## src/rtl/depth_event_normalizer.sv

```systemverilog
// Multi-channel depth event normalizer: per-channel update_id sequencing,
// flag classification, optional stale drop, and a single registered output stage.
module depth_event_normalizer #(
   parameter int unsigned N_CH       = 4,
   parameter int unsigned CH_W       = (N_CH > 1) ? $clog2(N_CH) : 1,
   parameter int unsigned ID_W       = 64,
   parameter int unsigned DROP_STALE = 1
) (
   input  logic            clk,
   input  logic            rst_n,
   input  logic            in_valid,
   output logic            in_ready,
   input  logic [CH_W-1:0] in_ch,
   input  logic [63:0]     ts_ns,
   input  logic [ID_W-1:0] update_id,
   input  logic [7:0]      side,
   input  logic [31:0]     price_f32,
   input  logic [31:0]     qty_f32,
   output logic            out_valid,
   input  logic            out_ready,
   output logic [CH_W-1:0] out_ch,
   output logic [63:0]     out_ts_ns,
   output logic [ID_W-1:0] out_update_id,
   output logic            out_side,
   output logic [31:0]     out_price,
   output logic [31:0]     out_qty,
   output logic [7:0]      out_flags,
   output logic [31:0]     gap_cnt,
   output logic [31:0]     stale_cnt,
   output logic [31:0]     bad_cnt
);

   localparam int unsigned CNT_W = 32;
   localparam logic [ID_W-1:0] ID_MAX = '1;

   typedef struct packed {
      logic [CH_W-1:0] ch;
      logic [63:0]     ts;
      logic [ID_W-1:0] id;
      logic            side;
      logic [31:0]     price;
      logic [31:0]     qty;
      logic [7:0]      flags;
   } evt_t;

   evt_t             evt_q, evt_d;
   logic             out_valid_q, out_valid_d;
   logic [CNT_W-1:0] gap_cnt_q, gap_cnt_d;
   logic [CNT_W-1:0] stale_cnt_q, stale_cnt_d;
   logic [CNT_W-1:0] bad_cnt_q, bad_cnt_d;
   logic [N_CH-1:0]  seen_q, seen_d;
   logic [ID_W-1:0]  last_id_q [N_CH];
   logic [ID_W-1:0]  last_id_d [N_CH];

   logic            acc, ch_ok, cur_seen, wrap0;
   logic            is_first, is_gap, is_stale, bad_side, is_del, drop, fwd;
   logic [ID_W-1:0] cur_last;
   logic [7:0]      flags;

   function automatic logic [CNT_W-1:0] sat_inc(input logic [CNT_W-1:0] v, input logic en);
      return (en && (v != '1)) ? v + CNT_W'(1) : v;
   endfunction

   assign in_ready = !out_valid_q || out_ready;

   // Classification, next-state and output-register load
   always_comb begin
      acc      = in_valid && in_ready;
      ch_ok    = {1'b0, in_ch} < (CH_W+1)'(N_CH);
      cur_seen = 1'b0;
      cur_last = '0;
      for (int i = 0; i < int'(N_CH); i++) begin
         if (in_ch == CH_W'(i)) begin
            cur_seen = seen_q[i];
            cur_last = last_id_q[i];
         end
      end

      // An all-ones last_id followed by id 0 is a gap, never a wrap
      wrap0    = (cur_last == ID_MAX) && (update_id == '0);
      is_first = !cur_seen;
      is_gap   = cur_seen && (((update_id > cur_last) && (update_id != cur_last + ID_W'(1))) || wrap0);
      is_stale = cur_seen && (update_id < cur_last) && !wrap0;
      bad_side = side > 8'd1;
      is_del   = qty_f32[30:0] == 31'd0;
      flags    = {3'b000, is_del, is_first, bad_side, is_stale, is_gap};
      drop     = is_stale && (DROP_STALE != 0);
      fwd      = acc && ch_ok && !drop;

      evt_d       = evt_q;
      out_valid_d = out_valid_q;
      seen_d      = seen_q;
      last_id_d   = last_id_q;

      if (fwd) begin
         out_valid_d = 1'b1;
         evt_d.ch    = in_ch;
         evt_d.ts    = ts_ns;
         evt_d.id    = update_id;
         evt_d.side  = side != 8'd0;
         evt_d.price = price_f32;
         evt_d.qty   = qty_f32;
         evt_d.flags = flags;
      end else if (out_ready) begin
         out_valid_d = 1'b0;
      end

      if (acc && ch_ok && !is_stale) begin
         for (int i = 0; i < int'(N_CH); i++) begin
            if (in_ch == CH_W'(i)) begin
               seen_d[i]    = 1'b1;
               last_id_d[i] = update_id;
            end
         end
      end

      gap_cnt_d   = sat_inc(gap_cnt_q,   acc && ch_ok && is_gap);
      stale_cnt_d = sat_inc(stale_cnt_q, acc && ch_ok && is_stale);
      bad_cnt_d   = sat_inc(bad_cnt_q,   acc && (!ch_ok || bad_side));
   end

   always_ff @(posedge clk or negedge rst_n) begin
      if (!rst_n) begin
         evt_q       <= '0;
         out_valid_q <= 1'b0;
         gap_cnt_q   <= '0;
         stale_cnt_q <= '0;
         bad_cnt_q   <= '0;
         seen_q      <= '0;
         for (int i = 0; i < int'(N_CH); i++) last_id_q[i] <= '0;
      end else begin
         evt_q       <= evt_d;
         out_valid_q <= out_valid_d;
         gap_cnt_q   <= gap_cnt_d;
         stale_cnt_q <= stale_cnt_d;
         bad_cnt_q   <= bad_cnt_d;
         seen_q      <= seen_d;
         for (int i = 0; i < int'(N_CH); i++) last_id_q[i] <= last_id_d[i];
      end
   end

   assign out_valid     = out_valid_q;
   assign out_ch        = evt_q.ch;
   assign out_ts_ns     = evt_q.ts;
   assign out_update_id = evt_q.id;
   assign out_side      = evt_q.side;
   assign out_price     = evt_q.price;
   assign out_qty       = evt_q.qty;
   assign out_flags     = evt_q.flags;
   assign gap_cnt       = gap_cnt_q;
   assign stale_cnt     = stale_cnt_q;
   assign bad_cnt       = bad_cnt_q;

endmodule

```

## config.mk

```make
export PLATFORM = sky130hd
export DESIGN_NAME = depth_event_normalizer
export DESIGN_NICKNAME = d
export VERILOG_FILES = /design/src/rtl/depth_event_normalizer.sv
export SDC_FILE = /design/constraint.sdc
export NUM_CORES = 1
export LEC_CHECK = 0
export ABC_AREA = 0
export BUFFER_PORTS_ARGS = -buffer_cell sky130_fd_sc_hd__buf_4
export CAP_MARGIN = 20
export CORE_ASPECT_RATIO = 0.8
export CORE_MARGIN = 2
export CORE_UTILIZATION = 40
export CTS_BUF_LIST = sky130_fd_sc_hd__clkbuf_8
export DETAILED_ROUTE_END_ITERATION = 10
export GPL_ROUTABILITY_DRIVEN = 1
export MAX_ROUTING_LAYER = met4
export SLEW_MARGIN = 20
export SYNTH_ARGS = -nofsm -noshare
export SYNTH_HDL_FRONTEND = slang
export SYNTH_SLANG_ARGS = --single-unit
```

## constraint.sdc

```tcl
create_clock -name clk -period 8.15 [get_ports clk]
set_input_delay 1.63 -clock clk [delete_from_list [all_inputs] [get_ports clk]]
set_output_delay 1.63 -clock clk [all_outputs]
set_load 0.005 [all_outputs]
```

Yosys cells after proc, flatten, opt, wreduce, memory -nomap -nowiden. Cells that the tools add are included.

Add/subtract/negate cells: 4. $lt $le $gt $ge: 3. Equal/unequal tests: 8. Multiplexer cells: 10. Reduce and logical (&&, ||, !) cells: 28.

Operator list (number): two-way mux 64 bit (4); adder 32 x 1 -> 32 bit, second input constant (3); != test 32 bit, second input constant (3); adder 64 x 1 -> 64 bit, second input constant (1); equality test 64 bit, second input constant (1); > comparator 64 bit (1); zero test 64 bit (1); < comparator 64 bit (1); != test 64 bit (1); zero test 31 bit (1); logical AND 1 bit (13); > comparator 8 x 1 -> 1 bit, second input constant (1); AND reduction 2 bit (4); nonzero test 8 bit (1); two-way mux 1 bit (6); equality test 2 bit, second input constant (2); zero test 1 bit (4); equality test 2 x 1 -> 1 bit, second input constant (1); zero test 2 bit (1); logical OR 1 bit (2); nonzero test 2 bit (1).

Register bits after elaboration: 557. Bits of input ports: 206. Output and inout port bits: 301. Logic and storage cells: 72.

Longest topological paths before layout.
Word-level depth: 12. Depth in mapped cells: 22.

Worst setup path after synthesis. Ideal clock, no wire load.

Path type: input to register. From: input port in_ch[0]. To: register last_id_q[206] (netlist bit). Setup time: 0.125 ns. Arrival time: 5.979 ns. Required time: 8.025 ns. Slack: 2.046 ns. Cell stages on the path: 22. Cell sequence: buf_6 -> buf_12 -> buf_12 -> buf_12 -> buf_8 -> buf_4 -> mux4_2 -> inv_1 -> ha_1 -> and4_1 -> nand3_1 -> nor4_1 -> nand2_1 -> nor4_1 -> o211ai_1 -> nor4b_1 -> and2_1 -> a21oi_2 -> nor3b_2 -> buf_2 -> buf_4 -> mux2_2.

Longest elaborated chain between the ends: 12. Elaborated cells on any way between the ends: 21.

RTL lines: start, declared (line 13) `input logic [CH_W-1:0] in_ch,`; branches (longest 11 deep; another with < comparator 64 bit); AND reduction 2 bit (no source line) (*); end, declared (line 52) `logic [ID_W-1:0] last_id_q [N_CH];`.

Mark *: on every way between the ends. A chain may end at the register's enable or synchronous reset.

Worst setup path in the final report.
From: input port in_ch[0]. To: register last_id_q[51] (netlist bit).

Longest elaborated chain between the ends: 12. Elaborated cells on any way between the ends: 21.

RTL lines: branches (longest 11 deep; another with < comparator 64 bit); AND reduction 2 bit (no source line) (*).

Marks and branches as above.

==> results.yml <==
run:
  cap_violations: 0
clocking:
  cts_buffer_depth: 3
  cts_setup_buffers: 0
  cts_resized: 0
  cts_hold_buf: 0
  cts_tree: "done"
  numClockSinks: 557
  clk_latency_ps: 710
  cts_buffers: 95
  path_clk_slew_ps: 60
  htree_levels: 3
  root_buffer: "clkbuf_8"
synthesis:
  synthSimpleGateAreaFrac_pct: 11.2
  async_reset_ff_share_pct: 100
  synth_top_area_cell: "dfrtp_1"
  syn_inst: 2195
  synth_top_area_share_pct: 49.6
  ys_ff_latch: 557
  muxShareOfSynthArea_pct: 23.9
  synth_compound_area_share_pct: 2.74
  synthXorXnorAreaFrac_pct: 5.48
  synth_fa_ha_area_share_pct: 3.03
  ys_top_cells_by_area: "dfrtp_1, mux2_2, mux4_2, xnor2_1, ha_1"
  synth_ff_type: "dfrtp_1"
  synth.avg_cell_area_um2: 12.8
  ys_seq_area_share_pct: 49.6
  yosysWarnings: 0
  synth-edff-count: 0
  synth_area_mm2: 0.0281
  synth_top_family_by_area: "multiplexers"
  yosysUniqueCellTypes: 79
worst_setup_path:
  worstSetupEndpointType: "flop"
  critPathMaxStageDelay_ps: 750
  crit_chain: "buf_4 > buf_12 > mux4_2 > inv_1 > ha_1 > and4_1 > nand3_1 > nor4_1 > nand2_1 > nor4_1 > a21boi_0 > nor4b_1 > and2_1 > a21oi_4 > and3_2 > buf_12 > mux2_2"
  critical_path_required_ps: 8720
  crit_fanout: 34
  cp.arrival_ps: 7330
  crit_type: "in -> reg"
  crit_slowest_cell: "and3_2"
  critPathLaunchType: "input port"
  crit_family: "simple AND/OR/NAND/NOR gates"
  path_buf_inv: 4
pwr:
  p_leak_uw: 0.0153
  internal_power_uw: 7850
  switching_share_pct: 34.0
  p_per_area_mw_per_mm2: 347
  power_frac_seq_pct: 38.8
  p_sw_uw: 4040
  ir_drop_mv: 0.259
  p_clk_share_pct: 20.5
  pwr-share-comb_pct: 40.7
routing:
  vias: 20200
  wirelength_um: 86200
  drc: 0
  drt_iter0_drc: 1285
  post_drt_wl_per_cell_um: 23.5
  ant_nets: 0
  viasPerCell: 5.51
  firstDrtPassIters: 5
floorplan:
  rows: 86
  coreArea_mm2: 0.0692
  die_h_um: 241
  num_io_pins: 507
  die_area_mm2: 0.0724
  die_x_um: 300
  start_util_pct: 40.6
layout:
  drive_gt1_share_pct: 44.3
  seq_area_mm2: 0.0139
  nets: 2945
  multiInputGateArea_mm2: 0.0130
  fin_area_mm2: 0.0343
  n_fill_cell: 6195
  syn_to_final_growth_pct: 22.1
sta:
  tightest_slew_ps: 1110
  final.setup.tns_ps: 0
  relSlewSlack_pct: 25.4
  slew_violations: 0
  finClkSkew_ps: 37.8
  finalCritPeriodShare_pct: 82.9
  rsz0062_at_grt: "false"
  hold_viol: 0
  finalCriticalPeriod_ps: 6760
  fmaxAchievable_mhz: 148
  setup_violations: 0
placement:
  hpwl_um: 62100
  place_area_mm2: 0.0325
  gp_congestion: 0.943
  port_buffers: 503
global_routing:
  grt_pass1_vias: 20800
  antenna_found_initial: 6
  grt_remaining_overflow: 0
  grt_use_total_pct: 24.3
  grt_pass1_wl_um: 130000
  grt_max_degree: 168
min_path:
  hold_path_class: "reg -> reg"
status:
  outcome: "complete, no violations"
layout by cell type (no fill, tap or decap), drive strengths merged, types with 7 or more instances in the layout:
cell type	instances
clkinv	7
nor2b	7
clkbuf	112
mux4	64
nor4	84
nand4	78
a21oi	36
dfrtp	557
and2	15
diode	9
a31oi	8
buf	528
or4	16
nand2	86
nor3	44
mux2i	8
a21o	20
xnor2	111
and3	32
xor2	63
o21ai	18
ha	68
inv	106
nand3	64
nor2	48
mux2	455
and4	22
cells in the mapped netlist, drive strengths merged (5+ instances only):
| cell | count |
|---|---|
| nand4 | 78 |
| a21oi | 36 |
| or2 | 5 |
| mux4 | 64 |
| xnor2 | 111 |
| o21ai | 18 |
| mux2i | 8 |
| and3 | 32 |
| nor3 | 44 |
| nand2 | 86 |
| nand3 | 64 |
| or4 | 16 |
| dfrtp | 557 |
| buf | 94 |
| inv | 76 |
| or3 | 5 |
| a31oi | 8 |
| a21o | 20 |
| clkbuf | 57 |
| nor2 | 48 |
| nor4 | 84 |
| and4 | 22 |
| xor2 | 63 |
| mux2 | 455 |
| nor2b | 7 |
| ha | 68 |
| and2 | 15 |
cell families (layout without fill, tap and decap cells):
kind of cell	after synthesis	in the layout
flops	557	557
mux	527	527
simple gates	524	524
buf+inv	227	757
xor+xnor	174	174
compound gates	117	117
fa+ha+maj	68	68
other cells	1	12
layout make-up:
| class | count | share of cell area, % |
|---|---|---|
| flip-flops and latches | 557 | 40.6 |
| multi-input cells | 1413 | 38.0 |
| clock inverters | 41 | 0.704 |
| clock buffers | 112 | 4.49 |
| inverters | 76 | 0.832 |
| repair buffers | 528 | 11.9 |
| diodes | 9 | 0.0657 |
| well taps | 924 | 3.37 |
metrics by stage:
| step | utilization, % | instances | total power, uW | setup WS (ps) | hold WS [ps] |
|---|---|---|---|---|---|
| 4_1_cts | 49.5 | 3651 | 12000 | 1500 | 466 |
| 5_1_grt | 49.6 | 3658 | 12700 | 1120 | 480 |
| 3_5_place_dp | 47.0 | 3498 | 9500 | 784 | 449 |
| 6_report | 49.6 | 3660 | 11900 | 1390 | 461 |
| 3_3_place_gp | 47.0 | 3498 | 9350 | 1000 | 446 |
| 2_1_floorplan | - | 2197 | 7460 | 2050 | 434 |
power groups by stage:
stage,clock network [uW],registers [uW],logic [uW]
2_1_floorplan,0,4520,2940
3_3_place_gp,0,4600,4760
3_5_place_dp,0,4650,4860
4_1_cts,2520,4620,4870
5_1_grt,2640,4770,5250
6_report,2430,4610,4850
path summary, 6_finish.rpt:
| kind | startpoint | end | slack (ps) | cells past startpoint |
|---|---|---|---|---|
| setup / recovery | in_ch[0] | last_id_q[51] | 1390 | 17 |
| hold / removal | seen_q[2] | seen_q[2] | 460 | 1 |
| setup reg to reg | last_id_q[184] | last_id_q[51] | 2800 | 15 |
| hold reg to reg | seen_q[2] | seen_q[2] | 460 | 1 |
| max in group asynchronous | rst_n | stale_cnt[1] | 5640 | 2 |
| min in group asynchronous | rst_n | out_ts_ns[22] | 980 | 1 |
flip-flops by register name (all words and copies together) (netlist names), 5 cells and up:
name and cells:
out_price 32, out_flags 5, out_qty 32, out_update_id 64
bad_cnt 32, gap_cnt 32, out_ts_ns 64, last_id_q 256
stale_cnt 32
metal layers:
| layer | GRT usage [%] | vias up | part of all wire [%] |
|---|---|---|---|
| li1 | - | 8970 | - |
| met3 | 6.12 | 125 | 7.0 |
| met2 | 36.1 | 682 | 46 |
| met1 | 33.3 | 10400 | 45 |
| met4 | 6.32 | 0 | 2.1 |
| met5 | - | - | 0 |
Note: power is estimated with default switching activity, not from simulation.
